### src/rtl/ps2_keypad_pkg.sv
// Shared joystick bit positions, PS/2 scancodes and the captured-event type
// used by the keypad mapper and its scancode lookup.
package ps2_keypad_pkg;

    localparam int unsigned NUM_KEYS = 20;

    localparam logic [4:0] JOY_RIGHT  = 5'd0;
    localparam logic [4:0] JOY_LEFT   = 5'd1;
    localparam logic [4:0] JOY_DOWN   = 5'd2;
    localparam logic [4:0] JOY_UP     = 5'd3;
    localparam logic [4:0] JOY_FIRE1  = 5'd4;
    localparam logic [4:0] JOY_FIRE2  = 5'd5;
    localparam logic [4:0] JOY_STAR   = 5'd6;
    localparam logic [4:0] JOY_HASH   = 5'd7;
    localparam logic [4:0] JOY_DIG0   = 5'd8;
    localparam logic [4:0] JOY_PURPLE = 5'd18;
    localparam logic [4:0] JOY_BLUE   = 5'd19;

    // Direction codes are only valid with the E0 prefix
    localparam logic [7:0] SC_UP     = 8'h75;
    localparam logic [7:0] SC_DOWN   = 8'h72;
    localparam logic [7:0] SC_LEFT   = 8'h6B;
    localparam logic [7:0] SC_RIGHT  = 8'h74;
    localparam logic [7:0] SC_FIRE1  = 8'h14;
    localparam logic [7:0] SC_FIRE2  = 8'h11;
    localparam logic [7:0] SC_DIG0   = 8'h45;
    localparam logic [7:0] SC_DIG1   = 8'h16;
    localparam logic [7:0] SC_DIG2   = 8'h1E;
    localparam logic [7:0] SC_DIG3   = 8'h26;
    localparam logic [7:0] SC_DIG4   = 8'h25;
    localparam logic [7:0] SC_DIG5   = 8'h2E;
    localparam logic [7:0] SC_DIG6   = 8'h36;
    localparam logic [7:0] SC_DIG7   = 8'h3D;
    localparam logic [7:0] SC_DIG8   = 8'h3E;
    localparam logic [7:0] SC_DIG9   = 8'h46;
    localparam logic [7:0] SC_STAR   = 8'h7C;
    localparam logic [7:0] SC_HASH   = 8'h55;
    localparam logic [7:0] SC_PURPLE = 8'h15;
    localparam logic [7:0] SC_BLUE   = 8'h1D;

    typedef struct packed {
        logic       ext;
        logic       pressed;
        logic [7:0] code;
    } ps2_evt_t;

endpackage

### src/rtl/ps2_scancode_lut.sv
// Combinational scancode decoder: {ext, code} -> joystick bit index, or no hit.
module ps2_scancode_lut
    import ps2_keypad_pkg::*;
(
    input  logic       ext,
    input  logic [7:0] code,
    output logic       hit,
    output logic [4:0] idx
);

    always_comb begin
        hit = 1'b1;
        idx = '0;
        if (ext) begin
            case (code)
                SC_UP:    idx = JOY_UP;
                SC_DOWN:  idx = JOY_DOWN;
                SC_LEFT:  idx = JOY_LEFT;
                SC_RIGHT: idx = JOY_RIGHT;
                default:  hit = 1'b0;
            endcase
        end else begin
            case (code)
                SC_FIRE1:  idx = JOY_FIRE1;
                SC_FIRE2:  idx = JOY_FIRE2;
                SC_STAR:   idx = JOY_STAR;
                SC_HASH:   idx = JOY_HASH;
                SC_DIG0:   idx = JOY_DIG0;
                SC_DIG1:   idx = JOY_DIG0 + 5'd1;
                SC_DIG2:   idx = JOY_DIG0 + 5'd2;
                SC_DIG3:   idx = JOY_DIG0 + 5'd3;
                SC_DIG4:   idx = JOY_DIG0 + 5'd4;
                SC_DIG5:   idx = JOY_DIG0 + 5'd5;
                SC_DIG6:   idx = JOY_DIG0 + 5'd6;
                SC_DIG7:   idx = JOY_DIG0 + 5'd7;
                SC_DIG8:   idx = JOY_DIG0 + 5'd8;
                SC_DIG9:   idx = JOY_DIG0 + 5'd9;
                SC_PURPLE: idx = JOY_PURPLE;
                SC_BLUE:   idx = JOY_BLUE;
                default:   hit = 1'b0;
            endcase
        end
    end

endmodule

### src/rtl/ps2_keypad_mapper.sv
// Three-stage PS/2 key-event to joystick-word mapper, merged with the native joystick.
// Define PS2_TURBO_EN to square-wave fire2 at TURBO_HALF cycles per half-period.
module ps2_keypad_mapper
    import ps2_keypad_pkg::*;
#(
    parameter logic [19:0] TURBO_HALF = 20'd357955
) (
    input  logic        clk_sys,
    input  logic        reset_n,
    input  logic [10:0] ps2_key,
    input  logic        clear_i,
    input  logic [31:0] joy_i,
    output logic [31:0] joystick_o,
    output logic        event_o
);

    logic                armed_reg;
    logic                toggle_reg;
    logic                valid_reg;
    ps2_evt_t            evt_reg;
    logic [NUM_KEYS-1:0] key_state_reg, key_state_next;
    logic                event_reg, event_next;
    logic [31:0]         joystick_reg, joystick_next;
    logic                lut_hit;
    logic [4:0]          lut_idx;
    logic                turbo_phase;

    // Stage 1: the first cycle out of reset only samples the toggle bit
    always_ff @(posedge clk_sys or negedge reset_n) begin
        if (!reset_n) begin
            armed_reg  <= 1'b0;
            toggle_reg <= 1'b0;
            valid_reg  <= 1'b0;
            evt_reg    <= '0;
        end else begin
            armed_reg <= 1'b1;
            valid_reg <= 1'b0;
            if (!armed_reg) begin
                toggle_reg <= ps2_key[10];
            end else if (ps2_key[10] != toggle_reg) begin
                toggle_reg <= ps2_key[10];
                valid_reg  <= 1'b1;
                evt_reg    <= '{ext: ps2_key[8], pressed: ps2_key[9], code: ps2_key[7:0]};
            end
        end
    end

    ps2_scancode_lut u_lut (
        .ext  (evt_reg.ext),
        .code (evt_reg.code),
        .hit  (lut_hit),
        .idx  (lut_idx)
    );

    // Stage 2: clear overrides any event arriving in the same cycle
    always_comb begin
        key_state_next = key_state_reg;
        event_next     = 1'b0;
        if (clear_i) begin
            key_state_next = '0;
        end else if (valid_reg && lut_hit) begin
            key_state_next[lut_idx] = evt_reg.pressed;
            event_next              = (key_state_reg[lut_idx] != evt_reg.pressed);
        end
    end

`ifdef PS2_TURBO_EN
    logic [19:0] turbo_cnt_reg;
    logic        turbo_phase_reg;

    always_ff @(posedge clk_sys or negedge reset_n) begin
        if (!reset_n) begin
            turbo_cnt_reg   <= '0;
            turbo_phase_reg <= 1'b0;
        end else if (clear_i || !key_state_reg[JOY_FIRE2]) begin
            turbo_cnt_reg   <= '0;
            turbo_phase_reg <= 1'b0;
        end else if (turbo_cnt_reg == TURBO_HALF - 20'd1) begin
            turbo_cnt_reg   <= '0;
            turbo_phase_reg <= ~turbo_phase_reg;
        end else begin
            turbo_cnt_reg <= turbo_cnt_reg + 20'd1;
        end
    end

    assign turbo_phase = turbo_phase_reg;
`else
    logic turbo_unused;
    assign turbo_unused = ^TURBO_HALF;
    assign turbo_phase  = 1'b1;
`endif

    // Stage 3: per-bit merge; fire2 is gated by the turbo phase (constant 1 without turbo)
    for (genvar gi = 0; gi < 32; gi++) begin : g_merge
        if (gi == int'(JOY_FIRE2)) begin : g_fire2
            assign joystick_next[gi] = (key_state_reg[gi] & turbo_phase) | joy_i[gi];
        end else if (gi < int'(NUM_KEYS)) begin : g_key
            assign joystick_next[gi] = key_state_reg[gi] | joy_i[gi];
        end else begin : g_pass
            assign joystick_next[gi] = joy_i[gi];
        end
    end

    always_ff @(posedge clk_sys or negedge reset_n) begin
        if (!reset_n) begin
            key_state_reg <= '0;
            event_reg     <= 1'b0;
            joystick_reg  <= '0;
        end else begin
            key_state_reg <= key_state_next;
            event_reg     <= event_next;
            joystick_reg  <= joystick_next;
        end
    end

    assign joystick_o = joystick_reg;
    assign event_o    = event_reg;

endmodule

### config.mk
export PLATFORM = sky130hd
export DESIGN_NAME = ps2_keypad_mapper
export DESIGN_NICKNAME = d
export VERILOG_FILES = /design/src/rtl/ps2_keypad_pkg.sv /design/src/rtl/ps2_scancode_lut.sv /design/src/rtl/ps2_keypad_mapper.sv
export SDC_FILE = /design/constraint.sdc
export NUM_CORES = 1
export LEC_CHECK = 0
export BUFFER_PORTS_ARGS = -buffer_cell sky130_fd_sc_hd__buf_2
export CORE_UTILIZATION = 33
export CTS_CLUSTER_DIAMETER = 60
export DETAILED_ROUTE_END_ITERATION = 16
export SYNTH_ARGS = -nofsm -noshare
export SYNTH_HDL_FRONTEND = slang
export SYNTH_HIERARCHICAL = 1
export SYNTH_SLANG_ARGS = --single-unit
### constraint.sdc
create_clock -name clk_sys -period 5.5 [get_ports clk_sys]
set_clock_uncertainty 0.15 [all_clocks]
set_input_delay 0 -clock clk_sys [delete_from_list [all_inputs] [get_ports clk_sys]]
set_output_delay 0 -clock clk_sys [all_outputs]
set_load 0.005 [all_outputs]
== Word-level counts from Yosys, hierarchy flattened ==
Cells that the tools add are included.
Word-level totals
  flip-flop bits (word level): 66
  latch bits: 0
  memory bits (writable): 0
  ROM bits: 0
  bits of input ports: 46
  output and inout bits: 33
  word-level logic and storage cells: 79
  memories: 0
Operators by class
  add/sub/neg operators: 0
  multiply operators: 0
  divide/modulo/power cells: 0
  order comparisons: 2
  eq/ne operators: 23
  shift operators: 0
  muxes and demuxes: 19
  bitwise logic cells: 20
  reduce and logical (&&, ||, !) cells: 6
Operators with widths (number)
  5-bit one-hot mux with 16 select lines: 1
  8-bit by 7-bit == test with 1-bit output (second input constant): 8
  8-bit by 5-bit == test with 1-bit output (second input constant): 6
  8-bit by 6-bit == test with 1-bit output (second input constant): 6
  20-bit 2-to-1 mux: 2
  20-bit bitwise mux: 1
  1-bit OR: 20
  16-bit OR reduction: 1
  1-bit 2-to-1 mux: 11
  5-bit by 6-bit < comparator with 1-bit output (second input constant): 1
  2-bit one-hot mux with 3 select lines: 1
  1-bit binary-select mux with 5-bit select: 1
  1-bit demux with 5-bit select: 1
  5-bit by 1-bit greater-or-equal comparator with 1-bit output (second input constant): 1
  5-bit 2-to-1 mux: 1
  4-bit OR reduction: 1
  1-bit logical AND: 2
  1-bit != test: 2
  2-bit by 1-bit != test with 1-bit output (second input constant): 1
  2-bit AND reduction: 1
  2-bit nonzero test: 1

== Longest topological paths before layout ==
  depth after elaboration: 10
  gate-level depth with buffers: 12
  depth with buffers taken out: 9

== Modules after synthesis ==
Netlist, hierarchy kept.
By module, submodules not included
  ps2_keypad_mapper: instances 1, cells an instance 221, area each 2672.6 µm², seq. area each 1651.6 µm²
  ps2_scancode_lut: instances 1, cells an instance 74, area each 550.5 µm², seq. area each 0.0 µm²

== Worst setup path after synthesis ==
Ideal clock, no wire load.
  path type: register -> register
  start: reg evt_reg[5] (netlist bit)
  end: reg event_reg (netlist: event_o)
  library setup time: 0.134 ns
  arrival: 2.547 ns
  required time: 5.216 ns
  path slack: 2.669 ns
  cell stages (with the launch flop): 12
  buffers on the path: 2
  period minus slack after synthesis: 2.831 ns
  cells stage by stage: dfrtp_1 > buf_4 > nor4b_2 > nand2_1 > a21oi_1 > a21oi_1 > o311ai_2 > buf_6 > mux4_2 > mux2i_1 > o22ai_1 > nand4bb_1
Between the ends
  word-level cells in the longest chain between the ends: 8
Ends and longest elaborated chain
  start, declared: line ps2_keypad_mapper.sv:20  | ps2_evt_t evt_reg;
  start signal, assigned: line ps2_keypad_mapper.sv:43  | evt_reg <= '{ext: ps2_key[8], pressed: ps2_key[9], code: ps2_key[7:0]};
  8-bit by 5-bit == test with 1-bit output, or another cell as far along: line ps2_scancode_lut.sv:23  | case (code)
  5-bit one-hot mux with 16 select lines / 2-bit one-hot mux with 3 select lines (equally long branches): line ps2_scancode_lut.sv:23, ps2_scancode_lut.sv:15
  5-bit 2-to-1 mux *: line ps2_scancode_lut.sv:14  | if (ext) begin
  net lut_idx[1]: line ps2_keypad_mapper.sv:25  | logic [4:0] lut_idx;
  1-bit binary-select mux with 5-bit select *: line ps2_keypad_mapper.sv:63  | event_next = (key_state_reg[lut_idx] != evt_reg.pressed);
  1-bit 2-to-1 mux (not written as such) *: line ps2_keypad_mapper.sv:63
  1-bit != test *: line ps2_keypad_mapper.sv:63
  1-bit 2-to-1 mux *: line ps2_keypad_mapper.sv:61  | end else if (valid_reg && lut_hit) begin
  1-bit 2-to-1 mux *: line ps2_keypad_mapper.sv:59  | if (clear_i) begin
  net event_next: line ps2_keypad_mapper.sv:22  | logic event_reg, event_next;
  end signal, assigned: line ps2_keypad_mapper.sv:111  | event_reg <= event_next;
  end, declared: line ps2_keypad_mapper.sv:22
Mark *: on every way through the listed nets, which the timed path passes. The rest lies on a longest branch. The select of a mux whose other input is x is not followed.
A chain may end at the register's enable or synchronous reset.

== Worst setup path after layout ==
  start: reg evt_reg[4] (netlist bit)
  end: reg key_state_reg[11]
Between the ends
  word-level cells in the longest chain between the ends: 10
Ends and longest elaborated chain
  8-bit by 5-bit == test with 1-bit output, or another cell as far along: line ps2_scancode_lut.sv:23
  5-bit one-hot mux with 16 select lines / 2-bit one-hot mux with 3 select lines (equally long branches): line ps2_scancode_lut.sv:23, ps2_scancode_lut.sv:15
  5-bit 2-to-1 mux *: line ps2_scancode_lut.sv:14
  net lut_idx[1]: line ps2_keypad_mapper.sv:25
  5-bit by 6-bit < comparator with 1-bit output (not written as such) / 5-bit by 1-bit greater-or-equal comparator with 1-bit output (equally long branches): line ps2_keypad_mapper.sv:62  | key_state_next[lut_idx] = evt_reg.pressed;
  1-bit logical AND (not written as such): line ps2_keypad_mapper.sv:62
  1-bit 2-to-1 mux (not written as such): line ps2_keypad_mapper.sv:62
  1-bit demux with 5-bit select *: line ps2_keypad_mapper.sv:62
  20-bit bitwise mux *: line ps2_keypad_mapper.sv:62
  20-bit 2-to-1 mux *: line ps2_keypad_mapper.sv:61
  20-bit 2-to-1 mux *: line ps2_keypad_mapper.sv:59
  end signal, assigned: line ps2_keypad_mapper.sv:110  | key_state_reg <= key_state_next;
  end, declared: line ps2_keypad_mapper.sv:21  | logic [NUM_KEYS-1:0] key_state_reg, key_state_next;
Marks and branches as above.

==> metrics.md <==
| Metric | Value |
|---|---|
| Worst path cell trace | nor4b_2, a22oi_1, nor2_1, a21oi_1, o311ai_2, nand4_1, nor4b_1, mux2i_1, nor2_1 |
| Fin. max-slew vios | 0 |
| Number of synthesized register bits | 66 |
| Largest family of logic cells by synthesized area | simple AND/OR/NAND/NOR gates |
| Slew Limit Headroom | 0.289 |
| Initial Util | 0.344 |
| Initial antenna violation count | 0 |
| Ys async rst share | 1.00 |
| Fin nets | 458 |
| Synth Area in Compound Gates | 0.0986 |
| Via-to-Cell Ratio | 4.81 |
| Total power | 1.25 mW |
| Antenna diode count | 0 |
| Post-synthesis simple-gate area fraction | 0.248 |
| Sequential cell area fraction in the yosys report | 0.512 |
| Status | finished, final reports clean |
| Final count of negative-setup-slack endpoints | 0 |
| Initial DRC count | 76 |
| Drt drc | 0 |
| Post-Synth Adder-Cell Area | 0 |
| CP required | 5.58 ns |
| Via count | 2,624 |
| Slowest stage delay, CP | 0.88 ns |
| Post-synthesis mux area share | 0.0920 |
| Drt pass-1 iters | 4 |
| Crit Path Class | register to register |
| Max clock buf depth | 2 |
| Measured slew at the worst slew-check pin | 1.06 ns |
| Layout cells sized above 1 | 0.367 |
| VDD IR-drop max | 0.126 mV |
| Max FO, Critical Path | 15 |
| Port bufs | 78 |
| First-pass GRT wire length | 12.4 mm |
| Clk_lat worst skew | 0.35 ns |
| Synth Instances | 295 |
| Fmax achieved | 270 MHz |
| Max reg flops | 32 |
| CP Launch Type | register |
| Pwr Density | 287 nW/um^2 |
| Setup repair bufs after CTS | 0 |
| I/O pins | 79 |
| Placed Instances | 485 |
| DR WL/cell | 13.7 um |
| Crit. End Element | register |
| Clk Tree Root Cell | clkbuf_8 |
| Area grow syn2layout | 34.8% |
| CP max-delay cell | o311ai_2 |
| Cell family with most CP delay | simple AND/OR/NAND/NOR gates |
| Filler cells | 917 |
| Distinct cells, synth | 61 |
| CTS Buf Count | 9 |
| Worst min path class | primary input to register |
| Final WL | 7.46 mm |
| Die X | 101 um |
| Prevailing post-synth register cell | dfrtp_1 |
| Yosys warnings | 6 |
| Row cnt | 35 |
| Critical path arrival | 3.79 ns |
| CTS sink cnt | 66 |
| DP HPWL | 4.83 mm |
| Cell Area, Synth | 3220 sq um |
| Post-CTS sizing | 0 |
| Total congestion overflow | 0 |
| Die area | 10,200 sq um |
| Vias in the first global route | 2,573 |
| Leak pwr | 1.90 nW |
| Max Cap Violations | 0 |
| Crit share post-route | 0.675 |
| Tmin final | 3.71 ns |
| Routability cong. | 0.838 |
| TritonCTS clock tree | yes |
| Area of the multi-input gates | 1430 sq um |
| Synthesized area per cell | 10.9 sq um |
| CP Buf/Inv Count | 0 |
| Die Y | 101 um |
| Worst-path clk slew | 0.08 ns |
| Register Area | 1650 sq um |
| Synth Area in XOR/XNOR | 0.00272 |
| Most frequent cells in the layout | 78 x buf_2, 66 x dfrtp_1, 45 x dlygate4sd3_1 |
| H-tree Lvls | 3 |
| Final cell count without fillers | 546 |
| Synth Net Count | 341 |
| Worst path most repeated cell | nor2_1 |
| Post-synth EDFFs | 0 |
| Global-route usage over all layers | 0.158 |
| Unrepaired setup endpoints after global routing | no |
| Largest net degree at the start of global routing | 67 |
| Most common cell after layout, fill and taps aside | buf_2 |
| Core ar. | 9370 sq um |
| ANT nets after route | 0 |
| Fin. Hold Viols | 0 |
| Setup TNS | 0 ns |
## Yosys cell counts (3+ instances only)
| cell type | number | area share |
|---|---|---|
| a21oi_1 | 18 | 0.028 |
| a31oi_1 | 3 | 0.0058 |
| and3_2 | 3 | 0.0070 |
| and4b_1 | 3 | 0.0093 |
| buf_2 | 4 | 0.0062 |
| buf_4 | 3 | 0.0070 |
| buf_6 | 3 | 0.010 |
| clkbuf_1 | 7 | 0.0082 |
| dfrtp_1 | 66 | 0.51 |
| inv_1 | 5 | 0.0058 |
| mux2_2 | 14 | 0.049 |
| mux2i_1 | 6 | 0.019 |
| mux4_2 | 3 | 0.021 |
| nand2_1 | 29 | 0.034 |
| nand2b_1 | 3 | 0.0058 |
| nand3_1 | 18 | 0.028 |
| nand3b_1 | 4 | 0.0093 |
| nand4_1 | 6 | 0.012 |
| nor2_1 | 14 | 0.016 |
| nor3_1 | 3 | 0.0047 |
| nor3b_2 | 3 | 0.012 |
| nor4b_1 | 3 | 0.0082 |
| o21ai_0 | 9 | 0.014 |
| o21ai_1 | 3 | 0.0047 |
| or2_2 | 20 | 0.039 |
## cells by family after synthesis
logic type,Yosys count
compound gates,47
xor+xnor,1
buf+inv,25
flops,66
mux,24
other cells,1
simple gates,131
## cell type report
type | instances | area share
clock inverters | 7 | 0.0236
well taps | 129 | 0.0371
repair buffers | 125 | 0.197
inverters | 6 | 0.00518
flip-flops and latches | 66 | 0.380
multi-input cells | 204 | 0.329
clock buffers | 9 | 0.0285
## stage by stage
stage,worst slack (ns),hold WS [ns],util,instance area (sq um)
finish,1.79,0.133,0.464,4350
global route,1.43,0.125,0.464,4350
CTS,1.84,0.117,0.464,4350
detailed placement,1.85,-0.0404,0.391,3670
global placement,1.96,-0.0425,0.391,3670
floorplan,2.67,-0.446,-,3220
## where the power goes
group	total (mW)	internal (mW)	leakage, nW	switching, mW
Sequential	0.570	0.513	0.820	0.0571
Clock	0.466	0.260	0.115	0.206
Combinational	0.211	0.108	0.969	0.103
Total	1.25	0.881	1.90	0.366
## path summary, 6_finish.rpt
kind                       slack [ns]           endpoint        startpoint  cells past startpoint
min in group asynchronous        0.24         evt_reg[3]           reset_n                      3
max in group asynchronous        4.43          valid_reg           reset_n                      3
min reg2reg                      0.35      joystick_o[8]  key_state_reg[8]                      1
max reg2reg                      1.79  key_state_reg[11]        evt_reg[4]                      9
max                              1.79  key_state_reg[11]        evt_reg[4]                      9
min                              0.13     joystick_o[27]         joy_i[27]                      2
## repair_timing
| item | CTS | global route |
|---|---|---|
| endpoints found under the hold margin | 129 | 0 |
| hold buffers | 45 | 0 |
| endpoints found under the setup margin | 0 | 0 |
## metal layers
metal | track usage | wire length, um | vias to the layer above
met3 | 0.0361 | 337 | 11
li1 | - | - | 1291
met4 | 0.0736 | 140 | 0
met2 | 0.251 | 3500 | 80
met1 | 0.206 | 3490 | 1242
met5 | 0 | 0 | -
Power figures use the tool's default switching activity.
